### config.mk
export PLATFORM = sky130hd
export DESIGN_NAME = mem_access_ctrl
export DESIGN_NICKNAME = d
export VERILOG_FILES = /design/src/rtl/mem_access_ctrl.sv
export SDC_FILE = /design/constraint.sdc
export NUM_CORES = 1
export LEC_CHECK = 0
export BUFFER_PORTS_ARGS = -buffer_cell sky130_fd_sc_hd__buf_2
export CORE_MARGIN = 4
export CORE_UTILIZATION = 29
export DETAILED_ROUTE_END_ITERATION = 6
export HOLD_SLACK_MARGIN = 0.06
export PLACE_DENSITY_LB_ADDON = 0.15
export SLEW_MARGIN = 20
export SYNTH_ARGS = -nofsm -noshare
export SYNTH_HDL_FRONTEND = slang
export SYNTH_SLANG_ARGS = --single-unit
### constraint.sdc
create_clock -name clk -period 5.4 [get_ports clk]
set_input_delay 1.08 -clock clk [delete_from_list [all_inputs] [get_ports clk]]
set_output_delay 1.08 -clock clk [all_outputs]
set_load 0.02 [all_outputs]
### src/rtl/mem_access_ctrl.sv
// mem_access_ctrl: load/store initiator between the MEM stage and a
// single-port word memory (combinational read, write on clock edge).
// Handles byte/halfword/word loads with extension, sub-word stores as a
// read-modify-write, and reports misaligned / out-of-range faults.
module mem_access_ctrl #(
    parameter int DEPTH = 100
) (
    input  logic        clk,
    input  logic        reset,
    input  logic        req_valid,
    output logic        req_ready,
    input  logic [2:0]  req_op,
    input  logic [31:0] req_addr,
    input  logic [31:0] req_wdata,
    output logic        rsp_valid,
    output logic [31:0] rsp_rdata,
    output logic [1:0]  rsp_fault,
    output logic [31:0] mem_addr,
    output logic [31:0] mem_wdata,
    output logic        mem_we,
    input  logic [31:0] mem_rdata
);

    typedef enum logic [1:0] {IDLE, ACCESS, WRITE, FAULT} state_t;
    typedef enum logic [2:0] {
        OP_LB, OP_LH, OP_LW, OP_LBU, OP_LHU, OP_SB, OP_SH, OP_SW
    } op_t;

    localparam logic [31:0] DEPTH_W = 32'(DEPTH);

    state_t      state;
    op_t         op;
    op_t         req_op_e;
    logic [31:0] addr;
    logic [31:0] wdata;
    logic [31:0] merged;
    logic [1:0]  fault;

    logic [1:0]  req_fault;
    logic [4:0]  lane_shift;
    logic [31:0] shifted;
    logic [31:0] load_data;
    logic [31:0] merge_data;
    logic        is_store;
    logic        is_sub_store;
    logic [31:0] word_index;

    assign req_op_e     = op_t'(req_op);
    assign req_ready    = (state == IDLE);
    assign lane_shift   = {addr[1:0], 3'b000};
    assign shifted      = mem_rdata >> lane_shift;
    assign is_store     = (op == OP_SB) || (op == OP_SH) || (op == OP_SW);
    assign is_sub_store = (op == OP_SB) || (op == OP_SH);
    assign word_index   = {2'b00, addr[31:2]};

    // Fault classification of the incoming request; misalignment wins.
    always_comb begin
        req_fault = 2'b00;
        if (((req_op_e == OP_LH || req_op_e == OP_LHU || req_op_e == OP_SH) && req_addr[0]) ||
            ((req_op_e == OP_LW || req_op_e == OP_SW) && (req_addr[1:0] != 2'b00)))
            req_fault = 2'b01;
        else if ({2'b00, req_addr[31:2]} >= DEPTH_W)
            req_fault = 2'b10;
    end

    // Lane extraction and extension of the memory word for loads.
    always_comb begin
        load_data = '0;
        case (op)
            OP_LB:   load_data = {{24{shifted[7]}}, shifted[7:0]};
            OP_LBU:  load_data = {24'h000000, shifted[7:0]};
            OP_LH:   load_data = {{16{shifted[15]}}, shifted[15:0]};
            OP_LHU:  load_data = {16'h0000, shifted[15:0]};
            OP_LW:   load_data = mem_rdata;
            default: load_data = '0;
        endcase
    end

    // Lane replacement for sub-word stores (read part of the RMW).
    always_comb begin
        merge_data = mem_rdata;
        if (op == OP_SB)
            merge_data = (mem_rdata & ~(32'h0000_00FF << lane_shift)) |
                         ({24'h000000, wdata[7:0]} << lane_shift);
        else if (op == OP_SH)
            merge_data = (mem_rdata & ~(32'h0000_FFFF << lane_shift)) |
                         ({16'h0000, wdata[15:0]} << lane_shift);
    end

    // Memory port decode; only ACCESS and WRITE touch the memory, and both
    // are reached only by requests that passed the range check.
    always_comb begin
        mem_addr  = '0;
        mem_wdata = '0;
        mem_we    = 1'b0;
        case (state)
            ACCESS: begin
                mem_addr = word_index;
                if (op == OP_SW) begin
                    mem_we    = 1'b1;
                    mem_wdata = wdata;
                end
            end
            WRITE: begin
                mem_addr  = word_index;
                mem_we    = 1'b1;
                mem_wdata = merged;
            end
            default: ;
        endcase
    end

    // Control FSM with registered response outputs.
    always_ff @(posedge clk or negedge reset) begin
        if (!reset) begin
            state     <= IDLE;
            op        <= OP_LB;
            addr      <= '0;
            wdata     <= '0;
            merged    <= '0;
            fault     <= 2'b00;
            rsp_valid <= 1'b0;
            rsp_rdata <= '0;
            rsp_fault <= 2'b00;
        end else begin
            rsp_valid <= 1'b0;
            case (state)
                IDLE: begin
                    if (req_valid) begin
                        op    <= req_op_e;
                        addr  <= req_addr;
                        wdata <= req_wdata;
                        fault <= req_fault;
                        state <= (req_fault != 2'b00) ? FAULT : ACCESS;
                    end
                end
                FAULT: begin
                    rsp_valid <= 1'b1;
                    rsp_fault <= fault;
                    rsp_rdata <= '0;
                    state     <= IDLE;
                end
                ACCESS: begin
                    if (is_sub_store) begin
                        merged <= merge_data;
                        state  <= WRITE;
                    end else begin
                        rsp_valid <= 1'b1;
                        rsp_fault <= 2'b00;
                        rsp_rdata <= is_store ? 32'h0 : load_data;
                        state     <= IDLE;
                    end
                end
                WRITE: begin
                    rsp_valid <= 1'b1;
                    rsp_fault <= 2'b00;
                    rsp_rdata <= '0;
                    state     <= IDLE;
                end
                default: state <= IDLE;
            endcase
        end
    end

endmodule

==> results.cfg, run 1 <==
[status]
outcome = complete, but fails checks
violations = design-rule violations

[global_routing]
grt.overflow.total = 0
grt_pass1_wl_um = 38800
antenna_found_initial = 4
grt_start_max_net_pins = 73
grt.total_usage_pct = 17.7
grt_pass1_vias = 6601

[critical_path]
max_stage_delay_ns = 0.81
crit_type = flop to primary output
crit_buf_inv = 2
crit_chain = and2_1, and3_1, buf_4, a22oi_1, nor2b_1, buf_2
start_kind = flop
cp_max_fo = 19
cp_top_family = simple AND/OR/NAND/NOR gates
end_kind = primary output
cp.required_ns = 4.32
crit_arrival_ns = 3.20
cp_slowest_cell = and3_1

[sta]
setup-violations-final = 0
finalCritPeriodShare_pct = 79.2
fin_tns_setup_ns = 0
timing.final.hold_violations = 0
fin_ws_ns = 1.12
slew_headroom_pct = 25.8
rsz0062_at_grt = no
tightestPinTransition_ns = 1.10
fmax_mhz = 234
min_period_ns = 4.28
clock_skew_ns = 0.0164
whs_ns = 0.481
slew_violations = 0

[route]
drt_iter0_drc = 493
drc = 2
ant_nets = 0
vias_per_cell = 5.26
first_pass_iters = 7
routedWlPerCell_um = 20.8
wl_um = 25100
vias = 6370

[power]
p_int_mw = 3.49
comb_power_share_pct = 47.3
netSwitchingPower_mw = 2.68
ir_worst_vdd_mv = 0.267
clkPwrFrac_pct = 19.9
pwr-share-seq_pct = 32.9
powerDensity_mw_per_mm2 = 664
finalPower_mw = 6.17
leakage_nw = 4.33
switching_share_pct = 43.5

[floorplan]
die_h_um = 168
initial_core_util_pct = 29.4
die_area_mm2 = 0.0282
rows = 58
die_w_um = 168
core_area_mm2 = 0.0252
io_pins = 203

[place]
numPlacedInstances = 1179
numPortBuffers = 200
place_ws_ns = 1.63
place_hpwl_um = 18400
place_congestion = 0.817

[run]
drv_cap = 0

[synthesis]
ys_types = 54
synth_edf_count = 0
netlist_area_mm2 = 0.00741
netlist_top_cells_area = dfrtp_1 (47%), mux2_2 (10%), a22oi_1 (4.4%), nor2b_1 (3.0%), and2_1 (2.6%)
yosysTopAreaCellShare_pct = 46.6
ys_ff_latch = 138
synthCells = 694
ys_seq_area_share_pct = 46.6
yosys_warnings = 0
ys.flop_type = dfrtp_1
ys_async_sr_fraction_pct = 100
syn_area_per_cell_um2 = 10.7
yosysTopAreaCell = dfrtp_1

[worst_hold_path]
min_path_type = flop to flop

[cells_and_area]
n_fill_cell = 2551
layout.nets = 979
diodes = 0
final_cells = 1210
area_growth_pct = 25.5
drive_gt1_share_pct = 37.6

[clocking]
worst_skew_pair.late_latency_ns = 0.43
clkTransAtPathRegs_ns = 0.06
cts_sinks = 138
hold_buffers = 0
clock_tree.root_cell = clkbuf_16
ctsResizeCount = 0
post-cts-setup-buffer-count = 0
cts_tree = yes
cts_buffers = 17
htreeDepth = 4
clockBufferDepth = 2
-- power groups by stage --
stage | Sequential (mW) | Clock (mW) | Combinational [mW]
after global routing | 2.10 | 1.30 | 3.21
after detailed placement | 2.04 | 0 | 2.94
final | 2.03 | 1.23 | 2.92
after global placement | 2.05 | 0 | 2.94
after floorplan | 1.94 | 0 | 2.05
after CTS | 2.03 | 1.25 | 2.95
-- cell usage in the layout, fill, tap and decap left out, types with 3 or more instances in the layout --
| cell | count |
|---|---|
| buf_2 | 199 |
| dfrtp_1 | 138 |
| mux2_2 | 67 |
| a22oi_1 | 43 |
| nand2_1 | 37 |
| nor2b_1 | 35 |
| a21oi_1 | 32 |
| and2_1 | 31 |
| nor2_1 | 29 |
| o21ai_0 | 28 |
| inv_1 | 17 |
| and3b_1 | 17 |
| clkbuf_16 | 17 |
| a221o_1 | 13 |
| mux2i_1 | 10 |
| a221o_2 | 10 |
| o41ai_1 | 9 |
| ha_1 | 9 |
| buf_4 | 9 |
| a22o_1 | 8 |
| a211oi_1 | 8 |
| a221oi_1 | 8 |
| a2bb2oi_1 | 8 |
| o221ai_1 | 8 |
| a222oi_1 | 8 |
| nor4_1 | 6 |
| nor3_1 | 6 |
| o21ai_1 | 5 |
| nand2b_1 | 4 |
| clkinv_4 | 4 |
| o21a_1 | 3 |
| or3_1 | 3 |
| nand3_1 | 3 |
| nand3b_1 | 3 |
| mux4_2 | 3 |
| bufinv_16 | 3 |
| clkinvlp_4 | 3 |
-- sequential cells by signal, summed over array words and instances, names as in the netlist --
signal     count
op             3
state          2
fault          2
rsp_valid      1
merged        32
addr          32
rsp_fault      2
wdata         32
rsp_rdata     32
-- synthesized netlist by cell type (all sizes together), types with 4 or more instances --
cell,instances
nand2,38
dfrtp,138
inv,19
and3b,17
mux2i,10
nor2,29
a22o,8
ha,9
o221ai,8
a21oi,32
a2bb2oi,8
and2,31
clkbuf,36
a222oi,8
o21ai,33
a221oi,8
nor2b,36
a211oi,8
nor3,10
mux2,67
o41ai,9
a221o,23
nand2b,4
a22oi,43
buf,19
nor4,7
-- final cells by class --
class                           instances  area (um2)  share of cell area (%)
Clock buffer                           18         439                    4.73
Sequential cell                       138        3450                    37.2
Tap cell                              330         413                    4.44
Clock inverter                         13         170                    1.83
Multi-Input combinational cell        483        3670                    39.5
Inverter                               19        71.3                   0.767
Timing Repair Buffer                  209        1070                    11.6
-- per-stage QoR --
step	utilization [%]	area [um2]
after detailed placement	34.5	8680
after floorplan	-	7410
after global routing	36.9	9290
final	36.9	9290
after global placement	34.5	8680
after CTS	36.9	9290
-- per-layer routing --
metal  routed length, um  part of all wire, %  track usage [%]
met4                 534                  2.1             5.54
met5                  55                 0.22                0
met3                1910                  7.6             5.49
met1               11000                   44             23.4
met2               11600                   46             27.7
-- path summary, 6_finish.rpt --
kind / start / end / slack, ns / depth (start not counted)
hold reg to reg: merged[2] / merged[2] / 0.48 / 2
min in group asynchronous: reset / wdata[13] / 0.64 / 1
hold / removal: merged[2] / merged[2] / 0.48 / 2
setup / recovery: op[2] / mem_wdata[27] / 1.12 / 6
setup reg to reg: state[0] / rsp_rdata[19] / 2.55 / 6
max in group asynchronous: reset / addr[22] / 3.72 / 2
-- cell families after synthesis --
kind of cell | count (synthesis) | share of synthesized area (%)
AND/OR/NAND/NOR | 189 | 14.6
XOR/XNOR | 3 | 0.355
other | 1 | 0.0506
adder cells (fa/ha/maj) | 9 | 1.52
AO/OA/AOI/OAI | 200 | 20.0
flip-flops | 138 | 46.6
buffers and inverters | 74 | 4.34
multiplexers | 80 | 12.4
-- tightest hold or removal path: cells and delay by family, from the launching register on --
family,cells,cell delay (ns)
compound gates,1,0.06
simple gates,1,0.04
flops,1,0.34
Power figures use the tool's default switching activity.
==> run 2: changes to the inputs <==
Clock period 5.4 ns to 4.2 ns, I/O delays scaled along.
==> run 2 against run 1 <==
  * The run now ends clean
  * Clock power grew 33%
  * Cell count grew 0.41%
  * Core utilization grew 0.21 points
  * Sequential cell count is the same
  * Critical path depth is the same
  * Worst setup slack lost 0.41 ns
  * Die area is the same
  * Worst hold slack lost 0.015 ns
  * Clock skew shrank 0.0032 ns
  * Sequential power grew 26%
  * Via count shrank 0.27%
  * Final area grew 0.58%
  * Critical path type unchanged
  * Critical endpoint is now mem_wdata[25]
==> results.cfg, run 2 (synthesis gave the netlist of run 1 again) <==
[status]
outcome = completed

[clocking]
htreeDepth = 4
worst_skew_pair.late_latency_ns = 0.42
post-cts-setup-buffer-count = 0
cts_buffers = 17
clkTransAtPathRegs_ns = 0.07
ctsResizeCount = 0
cts_tree = yes
clock_tree.root_cell = clkbuf_16
clockBufferDepth = 2
cts_sinks = 138
hold_buffers = 0

[floorplan]
rows = 58
io_pins = 203
die_area_mm2 = 0.0282
initial_core_util_pct = 29.4
die_h_um = 168
core_area_mm2 = 0.0252
die_w_um = 168

[place]
place_hpwl_um = 18100
place_congestion = 0.797
numPortBuffers = 200
numPlacedInstances = 1184

[critical_path]
crit_chain = inv_1, ha_1, buf_4, a22oi_1, nor2b_1, buf_2
start_kind = flop
worstRegToRegCells = 6
cp_max_fo = 21
r2r-end = rsp_rdata[22]
max_stage_delay_ns = 0.80
crit_type = flop to primary output
reg2reg_slack_ns = 1.22
end_kind = primary output
crit_arrival_ns = 2.64
cp.required_ns = 3.36
cp_slowest_cell = ha_1
r2r-start = state[0]

[route]
vias = 6353
drt_iter0_drc = 631
wl_um = 25600
routedWlPerCell_um = 21.1
vias_per_cell = 5.23
drc = 0
ant_nets = 0
first_pass_iters = 6

[cells_and_area]
n_fill_cell = 2556
multiInputGateArea_mm2 = 0.00366
area_growth_pct = 26.2
final_cells = 1215
final_common_cell = buf_2
seqCellArea_mm2 = 0.00345
layout.nets = 984
diodes = 0
drive_gt1_share_pct = 37.9
mostFrequentLayoutCells = buf_2 (199), dfrtp_1 (138), mux2_2 (67)

[sta]
fmax_mhz = 287
rsz0062_at_grt = no
clock_skew_ns = 0.0133
slew_headroom_pct = 26.7
finalCritPeriodShare_pct = 83.0
fin_tns_setup_ns = 0
timing.final.hold_violations = 0
min_period_ns = 3.48
setup-violations-final = 0
tightestPinTransition_ns = 1.09
slew_violations = 0
whs_ns = 0.466

[run]
drv_cap = 0

[global_routing]
grt.overflow.total = 0
grt.total_usage_pct = 17.9
grt_pass1_vias = 6757
grt_pass1_wl_um = 39800
antenna_found_initial = 2
grt_start_max_net_pins = 79

[power]
powerDensity_mw_per_mm2 = 861
leakage_nw = 4.37
ir_worst_vdd_mv = 0.389

[worst_hold_path]
min_path_type = primary input to asynchronous set/reset pin
run 2: layer usage:
layer / vias to the layer above / global-route usage [%] / part of all wire, %
li1: 2956 / - / -
met1: 3126 / 24.4 / 45
met2: 243 / 28.8 / 47
met3: 24 / 4.37 / 6.4
met4: 4 / 4.52 / 1.3
met5: - / 0 / 0.082
run 2: worst max path at each step:
| stage | startpoint | end | slack [ns] | cells after the start |
|---|---|---|---|---|
| 3_5_place_dp | state[0] | mem_wdata[25] | 1.15 | 6 |
| 4_1_cts | state[0] | mem_wdata[25] | 0.69 | 6 |
| 3_3_place_gp | state[0] | mem_wdata[25] | 1.14 | 6 |
| 6_report | state[0] | mem_wdata[25] | 0.72 | 6 |
| 5_1_grt | state[0] | mem_wdata[23] | 0.57 | 5 |
| 2_1_floorplan | op[0] | mem_wdata[16] | 1.58 | 8 |
run 2: final cells by class:
type | instances | share of cell area (%)
Inverter | 19 | 0.763
Multi-Input combinational cell | 483 | 39.2
Sequential cell | 138 | 36.9
Tap cell | 330 | 4.42
Clock inverter | 11 | 1.79
Timing Repair Buffer | 214 | 11.9
Clock buffer | 20 | 4.99
run 2: critical path, delay by kind of cell (launching register included):
kind                       cells  cell delay, ns
and+or+nand+nor                1            0.19
DFF                            1            0.42
buffers and inverters          3            0.69
adders and majority gates      1            0.80
AOI/OAI and AO/OA              1            0.12
run 2: power by group:
group	internal (mW)	leakage (nW)	switching [mW]
clock	1.04	0.308	0.603
combinational	1.58	2.37	2.27
sequential	1.98	1.69	0.581
run 2: metrics by stage:
stage	utilization, %	cell area [um2]	power [mW]	worst slack [ns]
after floorplan	-	7410	5.13	1.58
after global placement	34.6	8710	6.41	1.14
after detailed placement	34.6	8710	6.43	1.15
after CTS	37.1	9350	8.12	0.688
after global routing	37.1	9350	8.58	0.569
final	37.1	9350	8.05	0.715
==> run 3: changes to the inputs <==
Clock period 4.2 ns to 3.5 ns, I/O delays scaled along.
==> run 3 against run 2 <==
  * The run now ends with design-rule violations left
  * Worst hold slack got worse by 0.15 ns
  * Non-clock buffer count increased by 6
  * Sequential power increased by 20%
  * Via count increased by 0.24%
  * Sequential cell count unchanged
  * Worst setup slack got worse by 0.23 ns
  * Cell count increased by 0.58%
  * Clock power increased by 9%
  * Largest cell class unchanged
==> results.cfg, run 3 (synthesis gave the netlist of run 1 again) <==
[clocking]
hold_buffers = 0
clkTransAtPathRegs_ns = 0.06
cts_tree = yes
clockBufferDepth = 2
cts_sinks = 138
cts_buffers = 17
ctsResizeCount = 0
post-cts-setup-buffer-count = 0
htreeDepth = 4
worst_skew_pair.late_latency_ns = 0.42
clock_tree.root_cell = clkbuf_16

[sta]
min_period_ns = 3.01
rsz0062_at_grt = no
clock_skew_ns = 0.0111
slew_violations = 0
slew_headroom_pct = 29.4
finalCritPeriodShare_pct = 86.1
timing.final.hold_violations = 0
setup-violations-final = 0
fmax_mhz = 332
fin_tns_setup_ns = 0
tightestPinTransition_ns = 1.05

[power]
powerDensity_mw_per_mm2 = 1020
leakage_nw = 4.36
ir_worst_vdd_mv = 0.490

[cells_and_area]
final_cells = 1222
drive_gt1_share_pct = 38.1
layout.nets = 990
diodes = 0
area_growth_pct = 26.3
n_fill_cell = 2552
final_common_cell = buf_2
mostFrequentLayoutCells = buf_2 (199), dfrtp_1 (138), mux2_2 (67)

[route]
drc = 1
routedWlPerCell_um = 20.6
wl_um = 25200
vias = 6368
drt_iter0_drc = 536
ant_nets = 0
first_pass_iters = 7
vias_per_cell = 5.21

[floorplan]
core_area_mm2 = 0.0252
initial_core_util_pct = 29.4
die_h_um = 168
die_area_mm2 = 0.0282
rows = 58
io_pins = 203
die_w_um = 168

[critical_path]
crit_arrival_ns = 2.31
start_kind = flop
end_kind = primary output
cp_slowest_cell = ha_2
cp.required_ns = 2.80
crit_chain = inv_1, ha_2, buf_4, a22oi_1, nor2b_1, buf_2
crit_type = flop to primary output
cp_max_fo = 20
max_stage_delay_ns = 0.47

[worst_hold_path]
min_path_type = primary input to asynchronous set/reset pin

[global_routing]
grt_start_max_net_pins = 87
grt.overflow.total = 0
grt_pass1_wl_um = 39000
grt_pass1_vias = 6545
grt.total_usage_pct = 17.6
antenna_found_initial = 2

[place]
numPlacedInstances = 1190
place_hpwl_um = 18100
place_congestion = 0.815
numPortBuffers = 200

[status]
violations = design-rule violations
outcome = complete, but fails checks

[run]
drv_cap = 0
-- run 3: cell count changes in the layout (fill, tap and decap cells not counted), sizes merged --
cell      change
clkinvlp      +3
clkbuf        -1
bufinv        -2
buf           +6
inv           +1
-- run 3: power by group --
group | total (mW) | switching, mW | internal, mW
sequential | 3.07 | 0.692 | 2.38
combinational | 4.66 | 2.72 | 1.94
clock | 1.79 | 0.739 | 1.05
-- run 3: per-stage QoR --
step                      instance area [um2]  hold slack, ns  power [mW]  util, %  worst slack [ns]
final                                    9360           0.319        9.52     37.2             0.487
after global routing                     9360           0.392        10.2     37.2             0.340
after CTS                                9360           0.366        9.60     37.2             0.459
after detailed placement                 8780           0.473        7.76     34.9             0.849
after global placement                   8780           0.466        7.75     34.9             0.894
after floorplan                          7410           0.404        6.15        -              1.02
-- run 3: critical path, delay by kind of cell (launching register included) --
| family | cells | cell delay [ns] |
|---|---|---|
| buf+inv | 3 | 0.65 |
| simple gates | 1 | 0.15 |
| compound gates | 1 | 0.20 |
| flops | 1 | 0.41 |
| fa+ha+maj | 1 | 0.47 |
-- run 3: worst paths after layout --
check / slack, ns / from / cells after the start / endpoint
max in group asynchronous: 2.40 / reset / 2 / rsp_rdata[9]
setup / recovery: 0.49 / state[0] / 6 / mem_wdata[7]
hold / removal: 0.32 / reset / 1 / wdata[20]
hold reg to reg: 0.48 / fault[1] / 2 / fault[1]
setup reg to reg: 0.83 / state[0] / 6 / rsp_rdata[21]
min in group clk: 0.48 / fault[1] / 2 / fault[1]
-- run 3: cell type report --
cell class / instances / area (um2) / share of cell area (%)
multi-input combinational: 483 / 3660 / 39.1
sequential: 138 / 3450 / 36.9
timing repair buffer: 220 / 1180 / 12.6
clock buffer: 19 / 433 / 4.63
tap: 330 / 413 / 4.41
clock inverter: 13 / 146 / 1.56
inverter: 19 / 71.3 / 0.762
-- run 3: routing by layer --
metal,share of wire (%),track usage (%),up-vias
met5,0.11,0,-
met2,47,28.0,257
met3,7.5,5.19,20
met4,1.0,3.81,4
li1,-,-,2970
met1,45,23.9,3117
